File: src/rtl/ili9341_defines.sv
// Shared ILI9341 command codes and the decoder state type for the SPI responder.
package ili9341_defines;

   localparam logic [7:0] CMD_SWRESET = 8'h01;
   localparam logic [7:0] CMD_SLPIN   = 8'h10;
   localparam logic [7:0] CMD_SLPOUT  = 8'h11;
   localparam logic [7:0] CMD_DISPOFF = 8'h28;
   localparam logic [7:0] CMD_DISPON  = 8'h29;
   localparam logic [7:0] CMD_CASET   = 8'h2A;
   localparam logic [7:0] CMD_PASET   = 8'h2B;
   localparam logic [7:0] CMD_RAMWR   = 8'h2C;

   typedef enum logic [3:0] {
      IDLE,
      COL_P0, COL_P1, COL_P2, COL_P3,
      PAGE_P0, PAGE_P1, PAGE_P2, PAGE_P3,
      RAM_HI, RAM_LO,
      SKIP
   } ili9341_rx_state_t;

endpackage

File: src/rtl/spi_peripheral_rx.sv
// SPI mode-0 byte receiver: 2-flop synchronisers, spi_clk rise detect, MSB-first shifter.
module spi_peripheral_rx (
   input  logic       clk,
   input  logic       rstb,
   input  logic       spi_csb,
   input  logic       spi_clk,
   input  logic       spi_mosi,
   input  logic       data_commandb,
   output logic       byte_valid,
   output logic [7:0] rx_byte,
   output logic       byte_dc
);

   logic [1:0] csb_sync;
   logic [1:0] sck_sync;
   logic [1:0] mosi_sync;
   logic [1:0] dc_sync;
   logic       sck_prev;
   logic [2:0] bit_cnt;
   logic [6:0] shift;
   logic       sck_rise;

   assign sck_rise = sck_sync[1] & ~sck_prev & ~csb_sync[1];

   always_ff @(posedge clk or negedge rstb) begin
      if (!rstb) begin
         csb_sync   <= 2'b11;
         sck_sync   <= '0;
         mosi_sync  <= '0;
         dc_sync    <= '0;
         sck_prev   <= 1'b0;
         bit_cnt    <= '0;
         shift      <= '0;
         byte_valid <= 1'b0;
         rx_byte    <= '0;
         byte_dc    <= 1'b0;
      end else begin
         csb_sync   <= {csb_sync[0], spi_csb};
         sck_sync   <= {sck_sync[0], spi_clk};
         mosi_sync  <= {mosi_sync[0], spi_mosi};
         dc_sync    <= {dc_sync[0], data_commandb};
         sck_prev   <= sck_sync[1];
         byte_valid <= 1'b0;
         // A deasserted select drops the partial byte; the shifter is simply overwritten later.
         if (csb_sync[1]) begin
            bit_cnt <= '0;
         end else if (sck_rise) begin
            bit_cnt <= bit_cnt + 3'd1;
            if (bit_cnt == 3'd7) begin
               byte_valid <= 1'b1;
               rx_byte    <= {shift, mosi_sync[1]};
               byte_dc    <= dc_sync[1];
            end else begin
               shift <= {shift[5:0], mosi_sync[1]};
            end
         end
      end
   end

endmodule

File: src/rtl/ili9341_spi_responder.sv
// Device-side ILI9341 SPI write decoder: commands, address window and addressed RGB565 pixel stream.
//   state   | meaning
//   IDLE    | no command in progress, data ignored
//   COL_P*  | collecting CASET start hi/lo, end hi/lo
//   PAGE_P* | collecting PASET start hi/lo, end hi/lo
//   RAM_HI  | waiting for pixel high byte
//   RAM_LO  | waiting for pixel low byte
//   SKIP    | unsupported command, data ignored
module ili9341_spi_responder
   import ili9341_defines::*;
#(
   parameter int DISPLAY_WIDTH  = 240,
   parameter int DISPLAY_HEIGHT = 320,
   parameter int COORD_W = $clog2((DISPLAY_WIDTH > DISPLAY_HEIGHT) ? DISPLAY_WIDTH : DISPLAY_HEIGHT)
) (
   input  logic               clk,
   input  logic               rstb,
   input  logic               spi_csb,
   input  logic               spi_clk,
   input  logic               spi_mosi,
   input  logic               data_commandb,
   output logic               spi_miso,
   output logic               cmd_valid,
   output logic [7:0]         cmd_byte,
   output logic               pixel_valid,
   output logic [COORD_W-1:0] pixel_x,
   output logic [COORD_W-1:0] pixel_y,
   output logic [15:0]        pixel_data,
   output logic               frame_start,
   output logic               display_on,
   output logic               sleeping,
   output logic               window_err
);

   localparam logic [COORD_W-1:0] X_MAX = COORD_W'(DISPLAY_WIDTH - 1);
   localparam logic [COORD_W-1:0] Y_MAX = COORD_W'(DISPLAY_HEIGHT - 1);

   logic              byte_valid;
   logic [7:0]        rx_byte;
   logic              byte_dc;
   ili9341_rx_state_t state_q, state_d;
   logic [COORD_W-1:0] sc, ec, sp, ep, x, y;
   logic [COORD_W-1:0] new_start, new_end;
   logic [7:0]        p0, p1, p2, pix_hi;
   logic              on_screen;

   assign spi_miso = 1'b0;

   spi_peripheral_rx u_rx (
      .clk           (clk),
      .rstb          (rstb),
      .spi_csb       (spi_csb),
      .spi_clk       (spi_clk),
      .spi_mosi      (spi_mosi),
      .data_commandb (data_commandb),
      .byte_valid    (byte_valid),
      .rx_byte       (rx_byte),
      .byte_dc       (byte_dc)
   );

   assign new_start = COORD_W'({p0, p1});
   assign new_end   = COORD_W'({p2, rx_byte});
   assign on_screen = (int'(x) < DISPLAY_WIDTH) && (int'(y) < DISPLAY_HEIGHT);

   always_ff @(posedge clk or negedge rstb) begin
      if (!rstb) state_q <= IDLE;
      else       state_q <= state_d;
   end

   always_comb begin
      state_d = state_q;
      if (byte_valid) begin
         if (!byte_dc) begin
            case (rx_byte)
               CMD_CASET: state_d = COL_P0;
               CMD_PASET: state_d = PAGE_P0;
               CMD_RAMWR: state_d = RAM_HI;
               CMD_SWRESET, CMD_SLPIN, CMD_SLPOUT, CMD_DISPOFF, CMD_DISPON: state_d = IDLE;
               default:   state_d = SKIP;
            endcase
         end else begin
            case (state_q)
               COL_P0:  state_d = COL_P1;
               COL_P1:  state_d = COL_P2;
               COL_P2:  state_d = COL_P3;
               COL_P3:  state_d = IDLE;
               PAGE_P0: state_d = PAGE_P1;
               PAGE_P1: state_d = PAGE_P2;
               PAGE_P2: state_d = PAGE_P3;
               PAGE_P3: state_d = IDLE;
               RAM_HI:  state_d = RAM_LO;
               RAM_LO:  state_d = RAM_HI;
               default: state_d = state_q;
            endcase
         end
      end
   end

   always_ff @(posedge clk or negedge rstb) begin
      if (!rstb) begin
         cmd_valid   <= 1'b0;
         cmd_byte    <= '0;
         pixel_valid <= 1'b0;
         pixel_x     <= '0;
         pixel_y     <= '0;
         pixel_data  <= '0;
         frame_start <= 1'b0;
         display_on  <= 1'b0;
         sleeping    <= 1'b1;
         window_err  <= 1'b0;
         sc <= '0;  ec <= X_MAX;
         sp <= '0;  ep <= Y_MAX;
         x  <= '0;  y  <= '0;
         p0 <= '0;  p1 <= '0;  p2 <= '0;  pix_hi <= '0;
      end else begin
         cmd_valid   <= 1'b0;
         pixel_valid <= 1'b0;
         frame_start <= 1'b0;
         window_err  <= 1'b0;
         if (byte_valid && !byte_dc) begin
            cmd_valid <= 1'b1;
            cmd_byte  <= rx_byte;
            case (rx_byte)
               CMD_RAMWR: begin
                  x <= sc;
                  y <= sp;
                  frame_start <= 1'b1;
               end
               CMD_SWRESET: begin
                  sc <= '0;  ec <= X_MAX;
                  sp <= '0;  ep <= Y_MAX;
                  display_on <= 1'b0;
                  sleeping   <= 1'b1;
               end
               CMD_SLPIN:   sleeping   <= 1'b1;
               CMD_SLPOUT:  sleeping   <= 1'b0;
               CMD_DISPOFF: display_on <= 1'b0;
               CMD_DISPON:  display_on <= 1'b1;
               default: ;
            endcase
         end else if (byte_valid) begin
            case (state_q)
               COL_P0, PAGE_P0: p0 <= rx_byte;
               COL_P1, PAGE_P1: p1 <= rx_byte;
               COL_P2, PAGE_P2: p2 <= rx_byte;
               COL_P3: begin
                  if (new_start <= new_end) begin
                     sc <= new_start;
                     ec <= new_end;
                  end else begin
                     window_err <= 1'b1;
                  end
               end
               PAGE_P3: begin
                  if (new_start <= new_end) begin
                     sp <= new_start;
                     ep <= new_end;
                  end else begin
                     window_err <= 1'b1;
                  end
               end
               RAM_HI: pix_hi <= rx_byte;
               RAM_LO: begin
                  // Coordinates and data update for every pixel; only on-screen ones strobe.
                  pixel_x     <= x;
                  pixel_y     <= y;
                  pixel_data  <= {pix_hi, rx_byte};
                  pixel_valid <= on_screen;
                  if (x == ec) begin
                     x <= sc;
                     y <= (y == ep) ? sp : y + COORD_W'(1);
                  end else begin
                     x <= x + COORD_W'(1);
                  end
               end
               default: ;
            endcase
         end
      end
   end

endmodule

File: config.mk
export PLATFORM = sky130hd
export DESIGN_NAME = ili9341_spi_responder
export DESIGN_NICKNAME = d
export VERILOG_FILES = /design/src/rtl/ili9341_defines.sv /design/src/rtl/spi_peripheral_rx.sv /design/src/rtl/ili9341_spi_responder.sv
export SDC_FILE = /design/constraint.sdc
export NUM_CORES = 1
export LEC_CHECK = 0
export BUFFER_PORTS_ARGS = -buffer_cell sky130_fd_sc_hd__buf_2
export CAP_MARGIN = 20
export CORE_AREA = 8 8 116 118
export CTS_BUF_LIST = sky130_fd_sc_hd__clkbuf_4
export DETAILED_ROUTE_END_ITERATION = 10
export DIE_AREA = 0 0 124 126
export PLACE_DENSITY = 0.89
export SETUP_SLACK_MARGIN = 0.5
export SLEW_MARGIN = 20
export SYNTH_ARGS = -nofsm -noshare
export SYNTH_HDL_FRONTEND = slang
export SYNTH_SLANG_ARGS = --single-unit
File: constraint.sdc
create_clock -name clk -period 3.1 [get_ports clk]
set_clock_uncertainty 0.05 [all_clocks]
set_input_delay 0.465 -clock clk [delete_from_list [all_inputs] [get_ports clk]]
set_output_delay 0.465 -clock clk [all_outputs]
set_load 0.01 [all_outputs]
# --- After elaboration in Yosys (flattened, before gate mapping) ---
# Index checks and enable logic that the tools add are counted.
op_classes:
  mux: 48
  eq_ne: 24
  add_sub_neg: 3
  bitwise: 6
  div_mod_pow: 0
  mul: 0
  n_shift: 0
  reduce_logical: 33
  n_lt_le_gt_ge: 3
op_table:
  columns: ["operator", "count"]
  rows:
  - ["2-to-1 mux 9 bit", 28]
  - ["== test 8 x 6 -> 1 bit (second input constant)", 5]
  - ["case mux 4 bit (9 select lines)", 1]
  - ["AND reduction 3 bit", 8]
  - ["adder 9 x 1 -> 9 bit (second input constant)", 2]
  - ["== test 9 bit", 2]
  - ["nonzero test 2 bit", 9]
  - ["== test 4 x 3 -> 1 bit (second input constant)", 4]
  - ["== test 8 x 5 -> 1 bit (second input constant)", 2]
  - ["case mux 4 bit (4 select lines)", 1]
  - ["2-to-1 mux 1 bit", 13]
  - ["== test 4 bit (second input constant)", 3]
  - ["AND reduction 4 bit", 3]
  - ["OR reduction 2 bit", 6]
  - ["!= test 10 bit (second input constant)", 1]
  - ["<= comparator 9 bit", 1]
  - ["< comparator 9 x 8 -> 1 bit (second input constant)", 1]
  - ["< comparator 9 bit (second input constant)", 1]
  - ["== test 4 x 2 -> 1 bit (second input constant)", 2]
  - ["== test 8 x 1 -> 1 bit (second input constant)", 1]
  - ["2-to-1 mux 3 bit", 2]
  - ["AND reduction 2 bit", 3]
  - ["OR reduction 5 bit", 1]
  - ["== test 4 x 1 -> 1 bit (second input constant)", 1]
  - ["9 further kinds", 16]
totals:
  romBits: 0
  wordCells: 148
  regBits: 153
  n_memories: 0
  latch_bits: 0
  ramBits: 0
  out_inout_bits: 49

# --- Logic depth before layout (Yosys ltp) ---
depth:
  word_depth: 6
  mapped_depth: 11
  ltp_nobuf: 8

# --- Cells and area by module ---
# Synthesis repeated with hierarchy kept, for this count alone.
hier_totals:
  cells_unflattened: 569
  area_unflattened_um2: 6842.8
modules_own_cells:
  columns: ["module", "cells_per_inst", "n_inst", "area_per_inst_um2"]
  rows:
  - ["ili9341_spi_responder", 511, 1, 5804.3]
  - ["spi_peripheral_rx", 58, 1, 1038.5]

# --- Least setup slack after synthesis ---
# No wires, ideal clock.
synth_timing:
  kind: "register -> register"
  startpoint: "register u_rx.rx_byte[1]"
  endpoint: "register sc[5]"
  arrival_ns: 2.358
  stages_incl_launch_ff: 11
  synth_period_minus_slack_ns: 2.474
  n_path_buf: 2
  path_slack_ns: 0.626
  cell_sequence: "dfrtp_1 -> clkinv_1 -> ha_1 -> nor2b_1 -> o21a_1 -> o21a_1 -> o21ai_1 -> and2_1 -> buf_2 -> buf_1 -> a22o_1"
synth_between:
  elab_chain_cells: 3
  elab_cells_between_ends: 5
  cone_classes: "1 x order compare; 2 x eq/ne; 2 x reduce/logical"
synth_lines:
  columns: ["element", "line_no", "text"]
  rows:
  - ["from (decl)", "spi_peripheral_rx.sv:10", "output logic [7:0] rx_byte,"]
  - ["from (signal assigned)", "spi_peripheral_rx.sv:51", "rx_byte <= {shift, mosi_sync[1]};"]
  - ["<= comparator 9 bit / == test 8 x 1 -> 1 bit (equally long branches)", "ili9341_spi_responder.sv:147, ili9341_spi_responder.sv:123", null]
  - ["nonzero test 2 bit (no source line) / != test 2 x 1 -> 1 bit (equally long branches)", null, null]
  - ["AND reduction 4 bit (no source line) (*)", null, null]
  - ["to (signal assigned)", "ili9341_spi_responder.sv:148", "sc <= new_start;"]
  - ["to (decl)", "ili9341_spi_responder.sv:42", "logic [COORD_W-1:0] sc, ec, sp, ep, x, y;"]
# Mark *: on every way between the ends. The rest lies on a longest branch, timed or not.
# A chain may end at the register's enable or synchronous reset.

# --- Final worst setup path ---
layout_timing:
  startpoint: "register u_rx.rx_byte[0]"
  endpoint: "register ep[6]"
layout_between:
  elab_chain_cells: 3
  elab_cells_between_ends: 5
  cone_classes: "1 x order compare; 2 x eq/ne; 2 x reduce/logical"
layout_lines:
  columns: ["element", "line_no", "text"]
  rows:
  - ["<= comparator 9 bit / == test 8 x 1 -> 1 bit (equally long branches)", "ili9341_spi_responder.sv:155, ili9341_spi_responder.sv:123", null]
  - ["nonzero test 2 bit (no source line) / != test 2 x 1 -> 1 bit (equally long branches)", null, null]
  - ["AND reduction 4 bit (no source line) (*)", null, null]
  - ["to (signal assigned)", "ili9341_spi_responder.sv:157", "ep <= new_end;"]
  - ["to (decl)", "ili9341_spi_responder.sv:42", null]
# Marked as above.

==> metrics.csv <==
metric;value;unit
core_region;11700;sq um
worstSetupEndpointType;flop;
slew_violations;0;
timing_worst_slew_pin_value;0.900;ns
layout-drive-gt1-share;0.315;
initial_utilization;0.574;
floorplan.die_area;15600;sq um
die-height;126;um
synth.ff_latch_count;153;
postRouteAntennaNets;0;
critical_path.max_stage_delay;0.70;ns
cts_made_buffers;17;
globalplace.congestion;0.908;
timing.reg2reg.setup_slack;0.61;ns
power.density_cell_area;446;nW/um^2
rsz_0062_raised_after_global_routing;no;
grt_pass1_vias;4758;
vias_per_cell;6.14;
post-synth-top-count-cell;sky130_fd_sc_hd__dfrtp_1;
synth_top_area_frac;0.506;
required;3.49;ns
area.growth.synth_to_final;11.5;%
drt_pass1_iterations;5;
die_width;124;um
final_std_cells_w_o_fill;778;
count_of_cell_types_in_the_netlist;58;
wl_per_cell;19.5;um
placed_cells;741;
post-route-drc-count;0;
synth-async-reset-ratio;1.00;
clk_pin_slew;0.13;ns
synth-main-ff-cell;sky130_fd_sc_hd__dfrtp_1;
final_min_period_over_clock_period;0.802;
root_buffer;sky130_fd_sc_hd__clkbuf_4;
grt_first_pass_wirelength;24400;um
cts.htree.levels;4;
synth_warnings;0;
synth_top_area_cell;sky130_fd_sc_hd__dfrtp_1;
clkLatencyLatePin;0.56;ns
clock_sink_count;153;
netlist_area;6730;sq um
rows;40;
floorplan.io_pins;55;
syn-mean-instance-area;12.0;sq um
slew_headroom;0.395;
critical_path.cell_chain;clkinvlp_4, nor4_2, o22ai_2, a22o_1;
critical_path_peak_fanout;11;
ys_seq_area_frac;0.572;
nets;637;
synthesized_instance_count;559;
antenna_cells;0;
start_kind;flop;
worst-setup-path-type;flop to flop;
synthesis.nets;578;
io_buffer_count;53;
outcome;finished clean;
clock_path_buffers;2;
max_freq;0.402;GHz
track_usage;0.200;
drv_cap;0;
period_minus_ws_final;2.49;ns
netlist_top_cells_area;sky130_fd_sc_hd__dfrtp_1 (51%), sky130_fd_sc_hd__mux2_2 (9.9%), sky130_fd_sc_hd__dfstp_2 (6.6%), sky130_fd_sc_hd__a22o_1 (3.1%), sky130_fd_sc_hd__o21ai_0 (2.6%);
synth.cells.most_frequent;sky130_fd_sc_hd__dfrtp_1 (136), sky130_fd_sc_hd__mux2_2 (59), sky130_fd_sc_hd__nand2_1 (38), sky130_fd_sc_hd__o21ai_0 (35), sky130_fd_sc_hd__a21oi_1 (28);
global_route.overflow_total;0;
setup-violations-final;0;
grt_antenna_before_repair;0;
dr_total_vias;4775;
synth-edff-count;0;
drt_iter0_drc;328;
tritoncts;done;
crit_buf_inv;1;
dpl.hpwl;10600;um
drt-total-wl;15100;um
critPathArrivalTime;2.88;ns
finalSetupTns;0;ns
worst_case_vdd_ir_drop;0.421;mV
p_leak;0.00368;uW
finalHoldViolations;0;
critical-path-slowest-cell;sky130_fd_sc_hd__dfrtp_1;
grt_max_degree;68;
timing.hold.worst.class;flop to flop;
critPathTopFamily;flip-flops;
==> through the flow <==
stage	total power (uW)	cell area (sq um)	worst slack, ns	util	hold WS (ns)
2_1_floorplan	2140	6730	0.626	-	0.119
6_report	3340	7500	0.615	0.640	0.317
5_1_grt	3460	7500	0.553	0.640	0.324
3_3_place_gp	2190	7140	0.596	0.610	0.282
3_5_place_dp	2200	7140	0.451	0.610	0.295
4_1_cts	3360	7480	0.548	0.639	0.318
==> worst reg2reg max path: cells and delay by family, from the launching register on <==
| family | cells | cell delay, ns |
|---|---|---|
| AOI/OAI and AO/OA | 2 | 0.64 |
| buffers and inverters | 1 | 0.42 |
| DFF | 1 | 0.70 |
| and+or+nand+nor | 1 | 0.58 |
==> worst paths after layout <==
kind / cells after the start / to / startpoint
min: 0 / u_rx.csb_sync[1]$_DFF_PN1_ / u_rx.csb_sync[0]$_DFF_PN1_
min in group asynchronous: 2 / sp[3]$_DFFE_PN0P_ / rstb
max reg2reg: 4 / ep[6]$_DFFE_PN0P_ / u_rx.rx_byte[0]$_DFFE_PN0P_
max: 4 / ep[6]$_DFFE_PN0P_ / u_rx.rx_byte[0]$_DFFE_PN0P_
max in group asynchronous: 3 / pixel_data[3]$_DFFE_PN0P_ / rstb
min reg2reg: 0 / u_rx.csb_sync[1]$_DFF_PN1_ / u_rx.csb_sync[0]$_DFF_PN1_
==> routing by layer <==
layer,part of all wire,global-route usage
met1,0.40,0.246
met2,0.50,0.316
met5,0,0
met4,0.026,0.0847
met3,0.071,0.0648
==> area by class of cell <==
class,instances,area (sq um)
clock buffers,18,135
clock inverters,14,139
fillers,877,4220
inverters,12,48.8
multi-input cells,363,2720
flip-flops and latches,153,3850
well taps,147,184
repair buffers,71,419
==> cells by family after synthesis <==
family / Yosys count / share of synthesized area
other cells: 1 / 0.000558
xor+xnor: 19 / 0.0247
buf+inv: 43 / 0.0279
mux: 68 / 0.112
compound gates: 138 / 0.142
simple gates: 124 / 0.0956
flops: 153 / 0.572
fa+ha+maj: 13 / 0.0242
==> sequential cells by signal, summed over array words and instances (netlist names), 2 cells and up <==
register	flops
cmd_byte	8
pixel_y	9
ep	9
u_rx.sck_sync	2
u_rx.shift	7
x	9
u_rx.rx_byte	8
pixel_x	9
u_rx.dc_sync	2
p1	8
state_q	4
pixel_data	16
ec	9
u_rx.bit_cnt	3
y	9
u_rx.mosi_sync	2
u_rx.csb_sync	2
sc	9
sp	9
pix_hi	8
==> where the power goes <==
| part | switching [uW] | internal, uW |
|---|---|---|
| Combinational | 52.1 | 41.8 |
| Sequential | 30.7 | 2040 |
| Clock | 754 | 424 |
==> placed cells by master (no fill, tap or decap), types with 3 or more instances in the layout <==
master                          count
sky130_fd_sc_hd__ha_1              13
sky130_fd_sc_hd__a2bb2oi_1         15
sky130_fd_sc_hd__nand2_1           38
sky130_fd_sc_hd__a22o_1            24
sky130_fd_sc_hd__dfrtp_1          135
sky130_fd_sc_hd__nor3_1             6
sky130_fd_sc_hd__buf_4             13
sky130_fd_sc_hd__a21oi_1           28
sky130_fd_sc_hd__o22ai_1            4
sky130_fd_sc_hd__xor2_1            19
sky130_fd_sc_hd__and3_1             3
sky130_fd_sc_hd__a21oi_2            3
sky130_fd_sc_hd__dlygate4sd3_1      5
sky130_fd_sc_hd__a31oi_1            4
sky130_fd_sc_hd__buf_2             52
sky130_fd_sc_hd__nand2b_1           9
sky130_fd_sc_hd__nand4_1            5
sky130_fd_sc_hd__clkinv_4           3
sky130_fd_sc_hd__clkinvlp_4         5
sky130_fd_sc_hd__nand3_1           13
sky130_fd_sc_hd__nor2b_1            6
sky130_fd_sc_hd__clkbuf_4          18
sky130_fd_sc_hd__mux2_2            59
sky130_fd_sc_hd__dfstp_2           17
sky130_fd_sc_hd__nor4_1             6
sky130_fd_sc_hd__inv_1              7
sky130_fd_sc_hd__inv_6              6
sky130_fd_sc_hd__mux2i_1            9
sky130_fd_sc_hd__o21ai_0           35
sky130_fd_sc_hd__nor2_1            23
==> what timing repair did <==
| item | 4_1_cts | 5_1_grt |
|---|---|---|
| hold buffers | 5 | 0 |
| hold endpoints to repair | 60 | 0 |
| setup endpoints to repair | 22 | 53 |
| buffers inserted | 0 | 0 |
| resized for setup | 4 | 6 |
| pin swaps | 0 | 0 |
Note: power is estimated with default switching activity, not from simulation.
